File: src/rtl/mac16_dot_seq_if.sv
// Operand stream, job control and MAC-side bus of the dot-product sequencer.
// The master side drives jobs and operands and returns MAC_O; the slave side is the sequencer.
interface mac16_dot_seq_if #(parameter int LEN_W = 8);
    logic             start;
    logic [LEN_W-1:0] len;
    logic             s_valid;
    logic             s_ready;
    logic [15:0]      s_a;
    logic [15:0]      s_b;
    logic             s_sub;
    logic [15:0]      a_out;
    logic [15:0]      b_out;
    logic             ahld;
    logic             bhld;
    logic             ohhld;
    logic             olhld;
    logic             ohlda;
    logic             ollda;
    logic             ohads;
    logic             olads;
    logic [31:0]      mac_o;
    logic [31:0]      res;
    logic             res_valid;
    logic             busy;

    modport master (
        output start, len, s_valid, s_a, s_b, s_sub, mac_o,
        input  s_ready, a_out, b_out, ahld, bhld, ohhld, olhld,
               ohlda, ollda, ohads, olads, res, res_valid, busy
    );

    modport slave (
        input  start, len, s_valid, s_a, s_b, s_sub, mac_o,
        output s_ready, a_out, b_out, ahld, bhld, ohhld, olhld,
               ohlda, ollda, ohads, olads, res, res_valid, busy
    );
endinterface

File: src/rtl/mac16_dot_seq.sv
// Sequencer feeding a 16x16 MAC: streams LEN operand pairs, drives the accumulator
// load/add/sub/hold lines through a MAC_LAT-deep control pipe and captures the sum.
module mac16_dot_seq #(
    parameter int LEN_W   = 8,
    parameter int MAC_LAT = 1
) (
    input  logic              clk,
    input  logic              rstn,
    mac16_dot_seq_if.slave    bus
);
    typedef enum logic [2:0] {IDLE, RUN, DRAIN, CAPT, DONE} state_t;

    typedef struct packed {
        logic first;
        logic last;
        logic sub;
    } ctl_t;

    state_t               state, state_nxt;
    logic [LEN_W-1:0]     rem;
    logic                 first_pend;
    logic                 hs;
    logic                 s_ready, busy, res_valid;
    logic [15:0]          a_q, b_q;
    logic [31:0]          res_q;
    logic [MAC_LAT:0]     vld_pipe;
    ctl_t [MAC_LAT:0]     ctl_pipe;
    logic                 pc_vld;
    ctl_t                 pc;

    assign hs     = bus.s_valid & s_ready;
    assign pc_vld = vld_pipe[MAC_LAT];
    assign pc     = ctl_pipe[MAC_LAT];

    always_ff @(posedge clk or negedge rstn) begin
        if (!rstn) state <= IDLE;
        else       state <= state_nxt;
    end

    always_comb begin
        state_nxt = state;
        s_ready   = 1'b0;
        busy      = 1'b0;
        res_valid = 1'b0;
        case (state)
            IDLE: if (bus.start) state_nxt = (bus.len != '0) ? RUN : DONE;
            RUN: begin
                busy    = 1'b1;
                s_ready = (rem != '0);
                if (hs && rem == LEN_W'(1)) state_nxt = DRAIN;
            end
            DRAIN: begin
                busy = 1'b1;
                if (pc_vld && pc.last) state_nxt = CAPT;
            end
            CAPT: begin
                busy      = 1'b1;
                state_nxt = DONE;
            end
            DONE: begin
                res_valid = 1'b1;
                state_nxt = IDLE;
            end
            default: state_nxt = IDLE;
        endcase
    end

    // Job bookkeeping and result capture; a zero-length job reports 0 without touching the MAC.
    always_ff @(posedge clk or negedge rstn) begin
        if (!rstn) begin
            rem        <= '0;
            first_pend <= 1'b0;
            res_q      <= '0;
        end else begin
            if (state == IDLE && bus.start) begin
                rem        <= bus.len;
                first_pend <= 1'b1;
                if (bus.len == '0) res_q <= '0;
            end else if (hs) begin
                rem        <= rem - LEN_W'(1);
                first_pend <= 1'b0;
            end
            if (state == CAPT) res_q <= bus.mac_o;
        end
    end

    // Operand stage p0 and the control shift register down to the accumulator stage pC.
    always_ff @(posedge clk or negedge rstn) begin
        if (!rstn) begin
            a_q      <= '0;
            b_q      <= '0;
            vld_pipe <= '0;
            ctl_pipe <= '0;
        end else begin
            if (hs) begin
                a_q <= bus.s_a;
                b_q <= bus.s_b;
            end
            vld_pipe[0] <= hs;
            ctl_pipe[0] <= '{first: first_pend, last: (rem == LEN_W'(1)), sub: bus.s_sub};
            for (int i = 1; i <= MAC_LAT; i++) begin
                vld_pipe[i] <= vld_pipe[i-1];
                ctl_pipe[i] <= ctl_pipe[i-1];
            end
        end
    end

    assign bus.s_ready   = s_ready;
    assign bus.busy      = busy;
    assign bus.res_valid = res_valid;
    assign bus.res       = res_q;
    assign bus.a_out     = a_q;
    assign bus.b_out     = b_q;
    assign bus.ahld      = ~vld_pipe[0];
    assign bus.bhld      = ~vld_pipe[0];
    assign bus.ohhld     = ~pc_vld;
    assign bus.olhld     = ~pc_vld;
    // The first product of a job is always loaded positive, whatever its sub flag says.
    assign bus.ohlda     = pc_vld & pc.first;
    assign bus.ollda     = pc_vld & pc.first;
    assign bus.ohads     = pc_vld & pc.sub & ~pc.first;
    assign bus.olads     = pc_vld & pc.sub & ~pc.first;
endmodule

File: src/flat_wrapper.sv
// flat-port wrapper written by rule: the top's interface ports become plain ports
module mac16_dot_seq_flat 
#(
    parameter int LEN_W   = 8,
    parameter int MAC_LAT = 1
)
  (clk, rstn, bus_start, bus_len, bus_s_valid, bus_s_a, bus_s_b, bus_s_sub, bus_mac_o, bus_s_ready, bus_a_out, bus_b_out, bus_ahld, bus_bhld, bus_ohhld, bus_olhld, bus_ohlda, bus_ollda, bus_ohads, bus_olads, bus_res, bus_res_valid, bus_busy);
  mac16_dot_seq_if #(.LEN_W(LEN_W)) bus_i ();
  input  logic clk;
  input  logic rstn;
  input wire logic [$bits(bus_i.start)-1:0] bus_start;
  input wire logic [$bits(bus_i.len)-1:0] bus_len;
  input wire logic [$bits(bus_i.s_valid)-1:0] bus_s_valid;
  input wire logic [$bits(bus_i.s_a)-1:0] bus_s_a;
  input wire logic [$bits(bus_i.s_b)-1:0] bus_s_b;
  input wire logic [$bits(bus_i.s_sub)-1:0] bus_s_sub;
  input wire logic [$bits(bus_i.mac_o)-1:0] bus_mac_o;
  output wire logic [$bits(bus_i.s_ready)-1:0] bus_s_ready;
  output wire logic [$bits(bus_i.a_out)-1:0] bus_a_out;
  output wire logic [$bits(bus_i.b_out)-1:0] bus_b_out;
  output wire logic [$bits(bus_i.ahld)-1:0] bus_ahld;
  output wire logic [$bits(bus_i.bhld)-1:0] bus_bhld;
  output wire logic [$bits(bus_i.ohhld)-1:0] bus_ohhld;
  output wire logic [$bits(bus_i.olhld)-1:0] bus_olhld;
  output wire logic [$bits(bus_i.ohlda)-1:0] bus_ohlda;
  output wire logic [$bits(bus_i.ollda)-1:0] bus_ollda;
  output wire logic [$bits(bus_i.ohads)-1:0] bus_ohads;
  output wire logic [$bits(bus_i.olads)-1:0] bus_olads;
  output wire logic [$bits(bus_i.res)-1:0] bus_res;
  output wire logic [$bits(bus_i.res_valid)-1:0] bus_res_valid;
  output wire logic [$bits(bus_i.busy)-1:0] bus_busy;
  assign bus_i.start = bus_start;
  assign bus_i.len = bus_len;
  assign bus_i.s_valid = bus_s_valid;
  assign bus_i.s_a = bus_s_a;
  assign bus_i.s_b = bus_s_b;
  assign bus_i.s_sub = bus_s_sub;
  assign bus_i.mac_o = bus_mac_o;
  assign bus_s_ready = bus_i.s_ready;
  assign bus_a_out = bus_i.a_out;
  assign bus_b_out = bus_i.b_out;
  assign bus_ahld = bus_i.ahld;
  assign bus_bhld = bus_i.bhld;
  assign bus_ohhld = bus_i.ohhld;
  assign bus_olhld = bus_i.olhld;
  assign bus_ohlda = bus_i.ohlda;
  assign bus_ollda = bus_i.ollda;
  assign bus_ohads = bus_i.ohads;
  assign bus_olads = bus_i.olads;
  assign bus_res = bus_i.res;
  assign bus_res_valid = bus_i.res_valid;
  assign bus_busy = bus_i.busy;
  mac16_dot_seq #(.LEN_W(LEN_W), .MAC_LAT(MAC_LAT)) u_core (.clk(clk), .rstn(rstn), .bus(bus_i));
endmodule
File: config.mk
export PLATFORM = sky130hd
export DESIGN_NAME = mac16_dot_seq_flat
export DESIGN_NICKNAME = d
export VERILOG_FILES = /design/src/rtl/mac16_dot_seq_if.sv /design/src/rtl/mac16_dot_seq.sv /design/src/flat_wrapper.sv
export SDC_FILE = /design/constraint.sdc
export NUM_CORES = 1
export LEC_CHECK = 0
export CAP_MARGIN = 15
export CELL_PAD_IN_SITES_DETAIL_PLACEMENT = 1
export CELL_PAD_IN_SITES_GLOBAL_PLACEMENT = 2
export CORE_ASPECT_RATIO = 1.1
export CORE_MARGIN = 1
export CORE_UTILIZATION = 25
export DETAILED_ROUTE_END_ITERATION = 6
export PLACE_DENSITY_LB_ADDON = 0.1
export SYNTH_ARGS = -nofsm -noshare
export SYNTH_HDL_FRONTEND = slang
export SYNTH_SLANG_ARGS = --single-unit
File: constraint.sdc
create_clock -name clk -period 2.1 [get_ports clk]
set_input_delay 0.42 -clock clk [delete_from_list [all_inputs] [get_ports clk]]
set_output_delay 0.42 -clock clk [all_outputs]
set_load 0.01 [all_outputs]
* Yosys cells after proc, flatten, opt, wreduce, memory -nomap -nowiden
Index checks and enable logic that the tools add are counted.
Operators by class: add/sub/neg operators 1, eq/ne operators 8, muxes and demuxes 15, bitwise operators 7, reduce and logical (&&, ||, !) cells 13
Operator list (count):
- 32-bit 2-to-1 mux | 3
- 8-bit 2-to-1 mux | 2
- 8-bit nonzero test | 2
- 3-bit 2-to-1 mux | 4
- 3-bit case mux with 4 select lines | 1
- 8-bit by 1-bit == test with 1-bit output (second input constant) | 1
- 8-bit zero test | 1
- 8-bit by 1-bit subtractor with 8-bit output (second input constant) | 1
- 3-bit by 2-bit == test with 1-bit output (second input constant) | 2
- 2-bit nonzero test | 3
- 1-bit 2-to-1 mux | 5
- 1-bit bitwise AND | 4
- 2-bit by 1-bit inequality test with 1-bit output (second input constant) | 2
- 3-bit by 1-bit == test with 1-bit output (second input constant) | 1
- 3-bit == test (second input constant) | 1
- 1-bit logical AND | 3
- 3-bit zero test | 1
- 1-bit inverter | 3
- 3-bit AND reduction | 1
- 3-bit OR reduction | 1
- 2-bit inequality test (second input constant) | 1
- 2-bit AND reduction | 1
Storage, ports and cells: register bits 84, bits of input ports 77

* Depth between registers and ports, before layout
depth in word-level cells 6, mapped depth 8, mapped depth without buffers 7

* Worst setup path after synthesis
Ideal clock, no wire load.
kind reg-to-reg, start point reg u_core.rem[0], end point reg u_core.rem[0], arrival time 1653 ps, data required time 1974 ps, setup slack 321 ps, cell stages (with the launch flop) 8, period minus slack after synthesis 1779 ps, path through dfrtp_1 > inv_1 > ha_1 > nor4b_2 > a21o_1 > buf_6 > nor2_1 > a221o_2
On the way: cells in the longest elaborated chain, start to end 4, elaborated cells on any way between the ends 7, classes of those cells 1 x add/sub; 3 x mux; 1 x bitwise; 2 x reduce/logical
Ends and longest elaborated chain:
- from (decl) | line mac16_dot_seq.sv:20 | logic [LEN_W-1:0] rem;
- from (signal assigned) | line mac16_dot_seq.sv:76 | rem <= bus.len;
- from (signal assigned) | line mac16_dot_seq.sv:80 | rem <= rem - LEN_W'(1);
- branches (longest 4 deep; another with 8-bit by 1-bit subtractor with 8-bit output)
Parallel ways; which one is timed is not known. The select of a mux whose other input is x is not followed. A chain may end at the register's enable or synchronous reset.

* Final worst setup path
start point reg u_core.rem[1], end point out bus_s_ready
On the way: cells in the longest elaborated chain, start to end 2
Ends and longest elaborated chain:
- 8-bit nonzero test | line mac16_dot_seq.sv:49 | s_ready = (rem != '0);
- 1-bit 2-to-1 mux | line mac16_dot_seq.sv:45 | case (state)
- to (decl) | line flat_wrapper.sv:18 | output wire logic [$bits(bus_i.s_ready)-1:0] bus_s_ready;
No other way between the ends.

==> metrics.md <==
| Metric | Value |
|---|---|
| Leading area contributor after synthesis | `dfrtp_1` |
| Clock tree sinks | `between 80 and 90` |
| Area Overhead vs Synth | `61.0%` |
| Crit path arrival time | `~1.5 ns` |
| Register area share after synthesis | `just over 60%` |
| Clk root buf | `clkbuf_16` |
| Worst setup EP type | `output port` |
| Grt total ovfl | `0` |
| WS Path Type | `reg2out` |
| Setup TNS | `0 ns` |
| Worst slew pin tran | `about 0.39 ns` |
| Via/cell ratio | `4.35` |
| Clock Pin Slew Worst Setup and Hold Paths | `roughly 0.060 ns` |
| Largest vdd supply drop | `slightly above 400 uV` |
| Static leakage | `2.55 nW` |
| CP startpoint kind | `register` |
| Maximum fanout along the worst path | `3` |
| Asr flop ratio synth | `100%` |
| Initial drt markers | `89` |
| Dominant synthesized flop cell | `dfrtp_1` |
| DRT antenna net count | `0` |
| DRT Wirelength | `a little under 10000 um` |
| Core footprint | `~0.013 sq mm` |
| IO Count | `152` |
| Post-synthesis xor/xnor area fraction | `less than 1%` |
| Final slew viol count | `0` |
| Gr usage total | `around 15%` |
| Final HPWL DP | `7020 um` |
| Number of synthesis warnings | `0` |
| Via count | `between 2000 and 3000` |
| Die width | `roughly 110 um` |
| Starting Density | `between 20% and 30%` |
| Post-CTS Setup Bufs | `0` |
| Mean Syn Cell Area | `~11 sq um` |
| Mapped Cells | `310` |
| Die ar. | `about 0.014 sq mm` |
| Synthesized area | `around 0.0034 sq mm` |
| Post-synthesis adder-cell area fraction | `~1.1%` |
| Compound-gate portion of the synthesized area | `11.7%` |
| PwrDens | `1320 mW/mm^2` |
| Share of cells above drive strength 1 | `roughly 12%` |
| Clock Latency Late Sink | `roughly 0.34 ns` |
| Post-synth top area share | `around three fifths` |
| Post-synthesis register bit count | `84` |
| PortBufs | `151` |
| Synth cell types | `45` |
| HP Class | `reg2reg` |
| Status | `finished, final reports clean` |
| MaxCap Viol Count | `0` |
| Fmax | `between 500 and 600 MHz` |
| Max-slew headroom at the worst pin | `74.1%` |
| Final core occ | `between 40% and 50%` |
| Synth Net Count | `between 300 and 400` |
| CTS tree | `done` |
| Vias in the first global route | `~3000` |
| Fin. Hold Viols | `0` |
| First-pass GRT wire length | `between 15000 and 20000 um` |
| EDFF count, synth | `0` |
| Fin nets | `551` |
| Final setup vio count | `0` |
| CTS max path bufs | `2` |
| GP Congestion | `between 0.7 and 0.8` |
| Initial antenna violation count | `0` |
| CTS buffer count | `9` |
| DRC | `0` |
| Fill cell count | `1520` |
| Mux cell area share after synthesis | `0%` |
| H-Tree Depth | `3` |
| N_diodes | `0` |
| Die extent in y | `~120 um` |
| # rows | `44` |
| Post-layout min period | `between 1.5 and 2 ns` |
| Tcrit/Tclk final | `about 92%` |
| Clk_skew | `around 0.0049 ns` |
| Drt wl/cell | `around 15 um` |
| Pre-Repair DR Iteration Count | `4` |
| RSZ-0062 raised after global routing | `false` |
| Largest family of logic cells by synthesized area | `simple AND/OR/NAND/NOR gates` |
| Top post-synthesis cells by area | `dfrtp_1 61%, nand2_1 11%, a22o_1 7.4%` |
| Crit path required time | `between 1.5 and 2 ns` |
| Pin count of the biggest net entering global routing | `52` |
| Total power | `between 7 and 8 mW` |
| Simple-Gate Fraction of Synth Area | `approximately a fifth` |
==> path summary, 6_finish.rpt <==
kind	startpoint	endpoint	slack, ns	cells past startpoint
setup / recovery	u_core.rem[1]$_DFFE_PN0P_	bus_s_ready	0.16	5
max in group asynchronous	rstn	u_core.bus.res[8]$_DFFE_PN0P_	1.10	3
hold reg to reg	u_core.ctl_pipe[2]$_DFF_PN0_	u_core.ctl_pipe[5]$_DFF_PN0_	0.35	0
setup reg to reg	u_core.rem[1]$_DFFE_PN0P_	u_core.rem[1]$_DFFE_PN0P_	0.18	7
min in group asynchronous	rstn	u_core.bus.res[3]$_DFFE_PN0P_	0.45	2
hold / removal	u_core.ctl_pipe[2]$_DFF_PN0_	u_core.ctl_pipe[5]$_DFF_PN0_	0.35	0
==> synth_stat cells (3+ instances only) <==
master / number
nand3_1: 6
ha_1: 3
nor3b_1: 3
a22o_1: 29
clkbuf_1: 6
a22o_2: 3
inv_1: 5
buf_4: 4
buf_6: 5
nor4_1: 4
dfrtp_1: 84
nor2_1: 8
nand2_1: 105
a21oi_1: 3
buf_2: 5
==> cells in the final DEF (no fill, tap or decap), types with 3 or more instances in the layout <==
cell type,Yosys,routed
inv_1,5,5
a22o_1,29,29
buf_4,4,18
a21oi_1,3,3
dfrtp_1,84,84
ha_1,3,3
dlygate4sd2_1,0,3
a22o_2,3,3
nor4_1,4,4
nand2_1,105,105
clkdlybuf4s50_1,0,145
nand3_1,6,6
nor2_1,8,7
clkbuf_16,0,9
==> sequential cells by signal, indices dropped and copies added, names as in the netlist <==
signal	flops
u_core.rem	8
u_core.bus.b_out	16
u_core.bus.res	32
u_core.vld_pipe	2
u_core.bus.a_out	16
u_core.state	3
u_core.first_pend	1
u_core.ctl_pipe	6
==> cell families after synthesis <==
logic type | count (synthesis)
DFF | 84
buffers and inverters | 28
adders and majority gates | 3
and+or+nand+nor | 147
xor gates and xnor gates | 2
AOI/OAI and AO/OA | 46
==> final cells by class <==
type                            count  area (sq um)  share of cell area [%]
Tap cell                          184           230                    4.16
Clock buffer                       11           253                    4.57
Sequential cell                    84          2100                    38.0
Inverter                            6          22.5                   0.407
Multi-Input combinational cell    198          1170                    21.2
Timing Repair Buffer              172          1690                    30.6
Clock inverter                      5          58.8                    1.06
==> routing by layer <==
layer	share of wire, %	routed length (um)	global-route usage, %	vias to the layer above
met2	47	4660	24.2	109
met4	1.7	170	6.65	0
li1	-	-	-	1374
met1	43	4210	18.5	1377
met5	0	0	0	-
met3	8.0	783	4.17	11
==> critical path, cell delays in order, from the launching register on <==
cell	delay, ns
dfrtp_1	0.39
inv_1	0.10
ha_1	0.18
nor4b_4	0.25
a21oi_1	0.12
clkbuf_2	0.15
==> per-stage QoR <==
stage	instance area, sq um	cells	hold WS [ns]	setup WS (ns)
global route	5530	660	0.353	0.0332
floorplan	3440	310	0.124	0.321
CTS	5530	660	0.348	0.0270
finish	5530	660	0.345	0.161
detailed placement	5200	643	0.265	0.0177
global placement	5200	643	0.261	0.0267
==> what timing repair did <==
item	CTS	global route
endpoints found under the setup margin	4	3
resized for setup	8	3
hold buffers	1	0
gates cloned	0	0
endpoints found under the hold margin	8	0
==> power by group <==
| part | total [mW] | internal, mW | switching (mW) |
|---|---|---|---|
| sequential | 2.68 | 2.28 | 0.398 |
| clock | 1.64 | 0.988 | 0.656 |
| combinational | 2.99 | 1.75 | 1.24 |
| total | 7.31 | 5.01 | 2.29 |
(Power assumes the default switching activity.)
==> RTL change (config.mk and constraints unchanged) <==
`MAC_LAT` is set to 1 in 2 places; all go to 2.
--- a/src/rtl/mac16_dot_seq.sv
+++ b/src/rtl/mac16_dot_seq.sv
@@ -3,5 +3,5 @@
 module mac16_dot_seq #(
     parameter int LEN_W   = 8,
-    parameter int MAC_LAT = 1
+    parameter int MAC_LAT = 2
 ) (
     input  logic              clk,
--- a/src/flat_wrapper.sv
+++ b/src/flat_wrapper.sv
@@ -3,5 +3,5 @@
 #(
     parameter int LEN_W   = 8,
-    parameter int MAC_LAT = 1
+    parameter int MAC_LAT = 2
 )
   (clk, rstn, bus_start, bus_len, bus_s_valid, bus_s_a, bus_s_b, bus_s_sub, bus_mac_o, bus_s_ready, bus_a_out, bus_b_out, bus_ahld, bus_bhld, bus_ohhld, bus_olhld, bus_ohlda, bus_ollda, bus_ohads, bus_olads, bus_res, bus_res_valid, bus_busy);
Check against the original RTL: not equivalent (a bounded check fails within 4 cycles, from zero or initial values and one cycle with rstn low).
==> RTL change against the unedited design <==
- sequential share of layout area is 1.3 points higher
- non-clock buffer count down 1
- cell count up 0.91%
- count of clock-buffer cells in the layout stayed put
- routed wire length increased by 4.0%
- sequential cell count grew 4
- setup slack improved by 13 ps
- register-to-register slack is essentially flat
- synthesized cell count is 2.3% higher
- design area grew 1.3%
- area after synthesis is 0.91% higher
- total power fell by 8.4%
- die area up 0.90%
- critical endpoint unchanged
- largest cell class unchanged
- largest power group unchanged
==> RTL change: results (changes against the unedited design) <==
stage;metric;value;unit;change
outcome;status;finished, final reports clean;;unchanged
placement;placed_cell_area;5290;um2;was 5200 um2
clocking;clockBufferDepth;2;;unchanged
logic_synthesis;yosysWarnings;0;;unchanged
logic_synthesis;syn-num-nets;397;;was 390
clocking;htree_num_levels;3;;unchanged
layout;fill_cells;1495;;was 1520
global_route;grtUsageTotal;15.4;%;was 14.9%
logic_synthesis;yosysUniqueCellTypes;37;;was 45
critical_path;path_max_fanout;2;;was 3
logic_synthesis;yosys-top-cells-count;nand2_1, dfrtp_1, a22o_1, buf_2, clkbuf_1;;was nand2_1, dfrtp_1, a22o_1, nor2_1
global_route;antenna_found_initial;0;;unchanged
routing;vias;2980;;was 2871
routing;drt_iter0_drc;89;;unchanged
global_route;grt_pass1_vias;3190;;was 3080
layout;nets;557;;was 551
logic_synthesis;synthTopCellsByArea;dfrtp_1, nand2_1, a22o_1, buf_2, buf_4;;was dfrtp_1, nand2_1, a22o_1, buf_6, ha_1
clocking;clockRootBuffer;clkbuf_16;;unchanged
routing;drtPass1Iterations;4;;unchanged
layout;drive_gt1_share;9.34;%;was 11.6%
layout;diodes;0;;unchanged
sta;timing.slew.headroom;70.7;%;was 74.1%
sta;finClkSkew;8.60;ps;was 4.94 ps
placement;place_ws;51.8;ps;was 17.7 ps
global_route;grt_pass1_wl;16.9;mm;was 16.5 mm
placement;port-buffer-count;151;;unchanged
clocking;clock_latency;340;ps;about the same
critical_path;arrival;1510;ps;
logic_synthesis;yosysSeqAreaShare;63.5;%;was 61.2%
logic_synthesis;ys_async_sr_fraction;100;%;unchanged
placement;gp_congestion;0.737;;was 0.783
pwr;peakVddDrop;0.473;mV;was 0.408 mV
global_route;grt_max_degree;37;;was 52
worst_hold_path;hold_path_class;input port to async pin;;was register to register
layout;largest_reg_flops;32;;unchanged
clocking;cts_buffers;9;;unchanged
pwr;p_leak;2.56;nW;was 2.55 nW
logic_synthesis;ys.flop_type;dfrtp_1;;unchanged
pwr;p_int;4.52;mW;was 5.01 mW
placement;hpwlAfterDp;7.29;mm;was 7.02 mm
clocking;path_clk_slew;70;ps;
routing;routedWlPerCell;15.3;um;was 14.9 um
[RTL change: layout make-up]
class,count,area share [%]
sequential,88,39.3
timing repair buffer,171,30.5
multi-input combinational,200,20.6
clock buffer,11,4.33
tap,184,4.11
clock inverter,5,0.737
inverter,7,0.469
[RTL change: final timing paths]
check	slack, ps	endpoint	from	cells after the start
min in group clk	340	u_core.ctl_pipe[6]	u_core.ctl_pipe[3]	0
hold / removal	20	u_core.bus.res[30]	rstn	1
hold reg to reg	340	u_core.ctl_pipe[6]	u_core.ctl_pipe[3]	0
setup / recovery	170	bus_s_ready	u_core.rem[4]	3
setup reg to reg	180	u_core.rem[7]	u_core.rem[0]	5
max in group asynchronous	1400	u_core.bus.res[5]	rstn	2
[RTL change: power by group through the flow]
stage,combinational (mW),sequential (mW),clock (mW)
3_5_place_dp,2.64,2.58,0
4_1_cts,2.66,2.57,1.60
6_report,2.60,2.56,1.53
5_1_grt,2.87,2.64,1.67
2_1_floorplan,0.936,2.74,0
3_3_place_gp,2.61,2.56,0
[RTL change: stage by stage]
step           hold slack [ps]  utilization, %  instances
6_report                  19.9            41.9        666
5_1_grt                   43.0            41.9        666
4_1_cts                   24.8            41.9        666
3_5_place_dp               336            39.6        649
3_3_place_gp               332            39.6        649
2_1_floorplan              124               -        317
[RTL change: kinds of logic after synthesis]
| kind of cell | share of synthesized area [%] |
|---|---|
| AOI/OAI and AO/OA | 12.0 |
| adders and majority gates | 1.08 |
| buffers and inverters | 4.08 |
| DFF | 63.5 |
| muxes | 0.289 |
| and+or+nand+nor | 19.0 |
[RTL change: per-layer routing]
layer	vias up	GRT usage [%]	wire [um]
li1	1402	-	-
met1	1466	18.7	4340
met2	99	25.0	4960
met3	13	4.70	714
met4	0	6.57	198
met5	-	0	0
[RTL change: critical path: stages (launching register included)]
cell and delay, ps:
dfrtp_1 420, nor4_4 330, a31oi_1 120, dlygate4sd2_1 290
[RTL change: what timing repair did]
| item | CTS | global route |
|---|---|---|
| hold buffers | 0 | 0 |
| resized for setup | 7 | 1 |
| pin swaps | 0 | 0 |
| setup endpoints to repair | 4 | 1 |
| buffers inserted | 1 | 0 |
